## config.mk

```make
export PLATFORM = sky130hd
export DESIGN_NAME = string_buffer
export DESIGN_NICKNAME = d
export VERILOG_FILES = /design/src/rtl/string_pkg.sv /design/src/rtl/string_tx.sv /design/src/rtl/string_buffer.sv
export SDC_FILE = /design/constraint.sdc
export NUM_CORES = 1
export LEC_CHECK = 0
export CAP_MARGIN = 25
export CORE_MARGIN = 5
export CORE_UTILIZATION = 45
export CTS_CLUSTER_SIZE = 30
export DETAILED_ROUTE_END_ITERATION = 8
export PLACE_DENSITY = 0.66
export REMOVE_ABC_BUFFERS = 1
export SYNTH_ARGS = -nofsm -noshare
export SYNTH_HDL_FRONTEND = slang
export SYNTH_SLANG_ARGS = --single-unit
```

## constraint.sdc

```tcl
create_clock -name clk -period 3.4 [get_ports clk]
set_input_delay 0.68 -clock clk [delete_from_list [all_inputs] [get_ports clk]]
set_output_delay 0.68 -clock clk [all_outputs]
set_load 0.03 [all_outputs]
```

## src/rtl/string_pkg.sv

```systemverilog
// string_pkg: shared types and constants for the string buffer and, later,
// the display block that consumes the same key event set.
//   state_t    : buffer controller states
//   event_t    : decoded edit/commit event, one per cycle
//   PRI_*      : bit positions in an event request vector, lowest index wins
//   pick_event : priority selector over a request vector
package string_pkg;

  typedef enum logic [1:0] {
    ST_IDLE  = 2'd0,
    ST_SHIFT = 2'd1,
    ST_SEND  = 2'd2
  } state_t;

  localparam logic [7:0] ASCII_NUL = 8'h00;

  localparam int unsigned PRI_DOWN  = 0;
  localparam int unsigned PRI_BKSP  = 1;
  localparam int unsigned PRI_ASCII = 2;
  localparam int unsigned PRI_LEFT  = 3;
  localparam int unsigned PRI_RIGHT = 4;
  localparam int unsigned NUM_EV    = 5;

  typedef enum logic [2:0] {
    EV_NONE,
    EV_DOWN,
    EV_BKSP,
    EV_ASCII,
    EV_LEFT,
    EV_RIGHT
  } event_t;

  function automatic event_t pick_event(input logic [NUM_EV-1:0] req);
    if (req[PRI_DOWN])  return EV_DOWN;
    if (req[PRI_BKSP])  return EV_BKSP;
    if (req[PRI_ASCII]) return EV_ASCII;
    if (req[PRI_LEFT])  return EV_LEFT;
    if (req[PRI_RIGHT]) return EV_RIGHT;
    return EV_NONE;
  endfunction

endpackage

```

## src/rtl/string_tx.sv

```systemverilog
// string_tx: streams the committed buffer out over valid/ready.
//   clk, i_rst_n : clock, async active-low reset
//   i_start      : pulse, restart the read index at 0
//   i_active     : controller is in SEND
//   i_len        : number of characters to send
//   o_rd_addr    : buffer read address
//   i_rd_data    : buffer read data at o_rd_addr
//   o_tx_data/o_tx_valid/o_tx_last/i_tx_ready : output stream
//   o_done       : pulse, final character accepted
module string_tx
  import string_pkg::*;
#(
  parameter int unsigned AW = 4,
  parameter int unsigned DW = 8
) (
  input  logic          clk,
  input  logic          i_rst_n,
  input  logic          i_start,
  input  logic          i_active,
  input  logic [AW:0]   i_len,
  output logic [AW-1:0] o_rd_addr,
  input  logic [DW-1:0] i_rd_data,
  output logic [DW-1:0] o_tx_data,
  output logic          o_tx_valid,
  output logic          o_tx_last,
  input  logic          i_tx_ready,
  output logic          o_done
);

  logic [AW:0] r_tx_idx;
  logic        w_last;
  logic        w_fire;

  assign w_last = i_active && (r_tx_idx == i_len - 1'b1);
  assign w_fire = i_active && i_tx_ready;

  always_ff @(posedge clk or negedge i_rst_n) begin
    if (!i_rst_n) begin
      r_tx_idx <= '0;
    end else if (i_start) begin
      r_tx_idx <= '0;
    end else if (w_fire) begin
      r_tx_idx <= w_last ? '0 : r_tx_idx + 1'b1;
    end
  end

  // tx_idx < len <= DEPTH while active, so the low AW bits address the buffer
  assign o_rd_addr  = r_tx_idx[AW-1:0];
  assign o_tx_valid = i_active;
  assign o_tx_last  = w_last;
  // Data is gated so stale memory is never visible outside SEND
  assign o_tx_data  = i_active ? i_rd_data : DW'(ASCII_NUL);
  assign o_done     = w_fire && w_last;

endmodule

```

## src/rtl/string_buffer.sv

```systemverilog
// string_buffer: editable line buffer fed by key_in events; a commit streams
// the line out byte-by-byte.
//   clk, i_rst_n      : clock, async active-low reset
//   i_ascii/_en       : write character at cursor (overwrite)
//   i_right_en/_left_en : cursor moves
//   i_backspace_en    : delete character left of cursor
//   i_down_en         : commit and transmit
//   o_tx_*/i_tx_ready : output stream
//   o_busy, o_full, o_len, o_cur, o_last_ascii : status/debug
module string_buffer
  import string_pkg::*;
#(
  parameter int unsigned AW = 4,
  parameter int unsigned DW = 8
) (
  input  logic          clk,
  input  logic          i_rst_n,
  input  logic [DW-1:0] i_ascii,
  input  logic          i_ascii_en,
  input  logic          i_right_en,
  input  logic          i_left_en,
  input  logic          i_backspace_en,
  input  logic          i_down_en,
  output logic [DW-1:0] o_tx_data,
  output logic          o_tx_valid,
  output logic          o_tx_last,
  input  logic          i_tx_ready,
  output logic          o_busy,
  output logic          o_full,
  output logic [AW:0]   o_len,
  output logic [AW:0]   o_cur,
  output logic [DW-1:0] o_last_ascii
);

  localparam int unsigned DEPTH   = 2**AW;
  localparam logic [AW:0] LEN_MAX = (AW+1)'(DEPTH);

  state_t            r_state;
  state_t            w_state_next;
  logic [DW-1:0]     r_mem [DEPTH];
  logic [AW:0]       r_len;
  logic [AW:0]       r_cur;
  logic [NUM_EV-1:0] w_req;
  event_t            w_ev;
  logic              w_wr_ok;
  logic              w_tx_start;
  logic              w_tx_done;
  logic              w_sending;
  logic [AW-1:0]     w_rd_addr;
  logic [DW-1:0]     w_rd_data;
  logic [AW-1:0]     w_last_idx;

  // Events are only decoded in IDLE; elsewhere every pulse is dropped
  always_comb begin
    w_req            = '0;
    w_req[PRI_DOWN]  = i_down_en;
    w_req[PRI_BKSP]  = i_backspace_en;
    w_req[PRI_ASCII] = i_ascii_en;
    w_req[PRI_LEFT]  = i_left_en;
    w_req[PRI_RIGHT] = i_right_en;
    w_ev             = (r_state == ST_IDLE) ? pick_event(w_req) : EV_NONE;
  end

  assign w_wr_ok    = (w_ev == EV_ASCII) && (r_cur != LEN_MAX);
  assign w_tx_start = (w_ev == EV_DOWN) && (r_len != '0);
  assign w_sending  = (r_state == ST_SEND);

  always_comb begin
    w_state_next = r_state;
    case (r_state)
      ST_IDLE: begin
        if (w_tx_start)
          w_state_next = ST_SEND;
        else if ((w_ev == EV_BKSP) && (r_cur != '0))
          w_state_next = ST_SHIFT;
      end
      ST_SHIFT: w_state_next = ST_IDLE;
      ST_SEND:  if (w_tx_done) w_state_next = ST_IDLE;
      default:  w_state_next = ST_IDLE;
    endcase
  end

  always_ff @(posedge clk or negedge i_rst_n) begin
    if (!i_rst_n) r_state <= ST_IDLE;
    else          r_state <= w_state_next;
  end

  always_ff @(posedge clk or negedge i_rst_n) begin
    if (!i_rst_n) begin
      r_len <= '0;
      r_cur <= '0;
    end else begin
      case (r_state)
        ST_IDLE: begin
          case (w_ev)
            EV_ASCII: begin
              if (w_wr_ok) begin
                r_cur <= r_cur + 1'b1;
                if (r_cur == r_len) r_len <= r_len + 1'b1;
              end
            end
            EV_LEFT:  if (r_cur != '0)   r_cur <= r_cur - 1'b1;
            EV_RIGHT: if (r_cur < r_len) r_cur <= r_cur + 1'b1;
            default: ;
          endcase
        end
        ST_SHIFT: begin
          r_len <= r_len - 1'b1;
          r_cur <= r_cur - 1'b1;
        end
        ST_SEND: begin
          if (w_tx_done) begin
            r_len <= '0;
            r_cur <= '0;
          end
        end
        default: ;
      endcase
    end
  end

  // Storage is not reset; every output path that reads it is masked by
  // len/cur/state, which are.
  always_ff @(posedge clk) begin
    if (w_wr_ok) begin
      r_mem[r_cur[AW-1:0]] <= i_ascii;
    end else if (r_state == ST_SHIFT) begin
      // Close the gap at cur-1 by pulling down every entry up to len-1
      for (int unsigned k = 0; k < DEPTH - 1; k++) begin
        if ((k + 1 >= 32'(r_cur)) && (k + 2 <= 32'(r_len)))
          r_mem[AW'(k)] <= r_mem[AW'(k + 1)];
      end
    end
  end

  assign w_rd_data  = r_mem[w_rd_addr];
  assign w_last_idx = AW'(r_cur - 1'b1);

  string_tx #(
    .AW(AW),
    .DW(DW)
  ) u_tx (
    .clk       (clk),
    .i_rst_n   (i_rst_n),
    .i_start   (w_tx_start),
    .i_active  (w_sending),
    .i_len     (r_len),
    .o_rd_addr (w_rd_addr),
    .i_rd_data (w_rd_data),
    .o_tx_data (o_tx_data),
    .o_tx_valid(o_tx_valid),
    .o_tx_last (o_tx_last),
    .i_tx_ready(i_tx_ready),
    .o_done    (w_tx_done)
  );

  assign o_busy       = (r_state != ST_IDLE);
  assign o_full       = (r_len == LEN_MAX);
  assign o_len        = r_len;
  assign o_cur        = r_cur;
  assign o_last_ascii = (r_cur == '0) ? DW'(ASCII_NUL) : r_mem[w_last_idx];

endmodule
```

==> results by group <==
Setup path
  • RR Startpoint: o_len[4]
  • CP startpoint kind: flop
  • Crit path kind: reg2out
  • CP Capture Type: primary output
  • Req. time, crit path: 2720 ps
  • Setup crit start: u_tx.r_tx_idx[0]
  • Worst EP arrival: 2660 ps
  • Worst Path Max Fanout: 14

STA
  • Hold Slack: 602 ps
  • Max Slew Vio Count: 0
  • Total negative slack: 0 ps
  • Skew final: 8.16 ps
  • Final hold vios: 0
  • Max Clk Rate: 300 MHz
  • Min Tclk post-route: 3340 ps
  • Slew headroom: 0.417
  • Least-Margin Pin Slew: 871 ps
  • Period utilization: 0.981
  • Endpoints failing setup: 0

Flow run
  • Max cap viols: 0

Floorplan
  • Die Ht: 155 um
  • Core Area: 20800 um2
  • I/O pin cnt: 46
  • Die X: 155 um
  • Die area: 23900 um2
  • Starting Density: 0.453
  • # rows: 53

CTS
  • CTS clk-pin slew, worst paths: 70 ps
  • Max clock buf depth: 2
  • Cts hold-fix bufs: 0
  • Inserted Clock Buffers: 17
  • H-Tree Depth: 4
  • Num Clock Sinks: 145
  • CTS root buffer: clkbuf_16
  • Worst-Skew Late Latency: 420 ps
  • CTS tree: built

Pwr
  • Pwr/cell area: 1020 nW/um2
  • Leak: 3.94 nW
  • Maximum vdd ir drop: 0.00127 V

Placement
  • GPL Wtd Cong: 0.877
  • Detailed Place HPWL: 19300 um
  • Buffers on Ports: 45

Global route
  • Vias in the first global route: 6790
  • Initial antenna violation count: 0
  • First-pass GRT wire length: 41600 um
  • GRT Util Overall: 0.230
  • GRT Residual Overflow: 0
  • Pin count of the biggest net entering global routing: 40

Logic synthesis
  • Number of synthesized flops with an enable pin: 128
  • Share of the synthesized area in the top cell type: 0.408
  • Post-Synthesis Cells: 664
  • Dominant synthesized flop cell: edfxtp_1
  • Async set or reset register ratio after synthesis: 0.117
  • Post-synth cell types: 65
  • Dominant cells by area after synthesis: edfxtp_1 41%, mux4_2 17%, mux2_2 14%
  • Cell area after synthesis: 9430 um2
  • Sequential element share of the synthesized area: 0.453
  • Largest area contributor in the netlist: edfxtp_1
  • YS warnings: 0
  • Avg Inst Size Synth: 14.2 um2
  • #FFs+latches synth: 145

Drt
  • Starting DRT DRC Count: 615
  • Routed WL per cell: 26.9 um
  • Detail Route Antenna Nets: 0
  • Post-route DRC: 0
  • Via count: 6690
  • DRT Wirelength: 27400 um
  • Drt first pass iters: 5
  • Via/cell ratio: 6.56

Layout
  • Antenna diode count: 0
  • Flip-flop and latch area: 4270 um2
  • Fillers: 1723
  • Fraction of layout cells with a size suffix above 1: 0.431
  • Final #Nets: 767
  • Area delta synth->final: 18.4%
  • Multi-input logic area: 4910 um2

Run status
  • Outcome: completed

Worst hold path
  • Worst min path class: reg2reg
  • Min-delay src: r_mem[14][2]
repair_timing:
action                                  CTS  global route
buffers inserted                          2             7
pin swaps                                 0             1
endpoints found under the setup margin   13            10
resized for setup                        10            15
gates cloned                              0             1
layout by cell type, fill, tap and decap left out, types with 4 or more instances in the layout:
| cell | instances |
|---|---|
| nand2_1 | 36 |
| clkbuf_16 | 18 |
| a211oi_2 | 4 |
| nor3_1 | 6 |
| xor2_1 | 7 |
| o21ai_0 | 14 |
| mux2i_1 | 10 |
| nor2b_1 | 12 |
| a21oi_1 | 12 |
| clkdlybuf4s50_1 | 28 |
| mux2_2 | 120 |
| nor2_1 | 23 |
| and3_1 | 4 |
| o41ai_1 | 5 |
| ha_1 | 17 |
| mux4_2 | 72 |
| xnor2_1 | 4 |
| buf_4 | 55 |
| inv_8 | 4 |
| dlygate4sd2_1 | 4 |
| inv_1 | 11 |
| dfrtp_1 | 14 |
| a211oi_1 | 15 |
| nand3_1 | 12 |
| buf_12 | 8 |
| a21o_1 | 9 |
| edfxtp_1 | 128 |
| and2_1 | 10 |
critical path, stage by stage, from the launching register on:
cell and delay, ps:
dfrtp_2 480, buf_12 200, mux4_2 560, mux4_2 470
and2_1 170, dlygate4sd2_1 350
where the power goes:
| part | internal, mW | switching [mW] | leakage, nW |
|---|---|---|---|
| Sequential | 2.35 | 0.286 | 1.37 |
| Clock | 1.19 | 0.829 | 0.302 |
| Combinational | 3.04 | 3.73 | 2.26 |
| Total | 6.57 | 4.84 | 3.94 |
synthesized netlist by cell type, types with 11 or more instances:
| cell type | instances |
|---|---|
| buf_2 | 22 |
| nor2_1 | 23 |
| nand2_1 | 36 |
| dfrtp_1 | 17 |
| o21ai_0 | 14 |
| edfxtp_1 | 128 |
| mux4_2 | 72 |
| a21oi_1 | 12 |
| nand3_1 | 12 |
| ha_1 | 19 |
| clkbuf_1 | 17 |
| nor2b_1 | 12 |
| mux2_2 | 120 |
| inv_1 | 11 |
| a211oi_1 | 19 |
flip-flops by register name (all words and copies together), names as in the netlist:
register and cells:
o_cur 5, o_len 5, r_mem 128, r_state 2, u_tx.r_tx_idx 5
path summary, 6_finish.rpt:
check,endpoint,slack (ps),depth (start not counted)
worst max-delay path,o_tx_data[5],60,5
worst min-delay path,r_mem[13][2],600,1
worst max register to register,o_cur[0],400,8
worst min register to register,r_mem[13][2],600,1
max in group asynchronous,o_cur[0],2050,1
min in group asynchronous,o_len[0],750,1
cells by family (layout without fill, tap and decap cells):
family / after synthesis / in the layout / share of synthesized area
mux: 203 / 203 / 0.328
flops: 145 / 145 / 0.453
simple gates: 129 / 129 / 0.0722
compound gates: 92 / 92 / 0.0763
buf+inv: 63 / 144 / 0.0328
fa+ha+maj: 19 / 19 / 0.0252
xor+xnor: 13 / 13 / 0.0129
layer usage:
layer | wire [um] | vias to the layer above | global-route usage | share of wire
met2 | 14000 | 373 | 0.396 | 0.51
li1 | - | 2799 | - | -
met1 | 10400 | 3464 | 0.293 | 0.38
met5 | 0 | - | 0 | 0
met3 | 2390 | 54 | 0.0509 | 0.087
met4 | 640 | 0 | 0.0639 | 0.023
through the flow:
| stage | worst slack (ps) | instance area (um2) | utilization | power [mW] | instances |
|---|---|---|---|---|---|
| 2_1_floorplan | -1820 | 9160 | - | 6.65 | 613 |
| 3_3_place_gp | 205 | 10400 | 0.498 | 8.92 | 978 |
| 3_5_place_dp | 172 | 10400 | 0.498 | 9.04 | 978 |
| 4_1_cts | 3.08 | 11000 | 0.530 | 11.1 | 1012 |
| 5_1_grt | -14.7 | 11200 | 0.536 | 11.9 | 1020 |
| 6_report | 65.0 | 11200 | 0.536 | 11.4 | 1020 |
layout make-up:
cell class                 instances  area share
clock buffer                      18      0.0385
timing repair buffer             100      0.0856
sequential                       145       0.383
inverter                          12     0.00404
clock inverter                    14      0.0177
multi-input combinational        456       0.440
tap                              275      0.0308
Power figures use the tool's default switching activity.
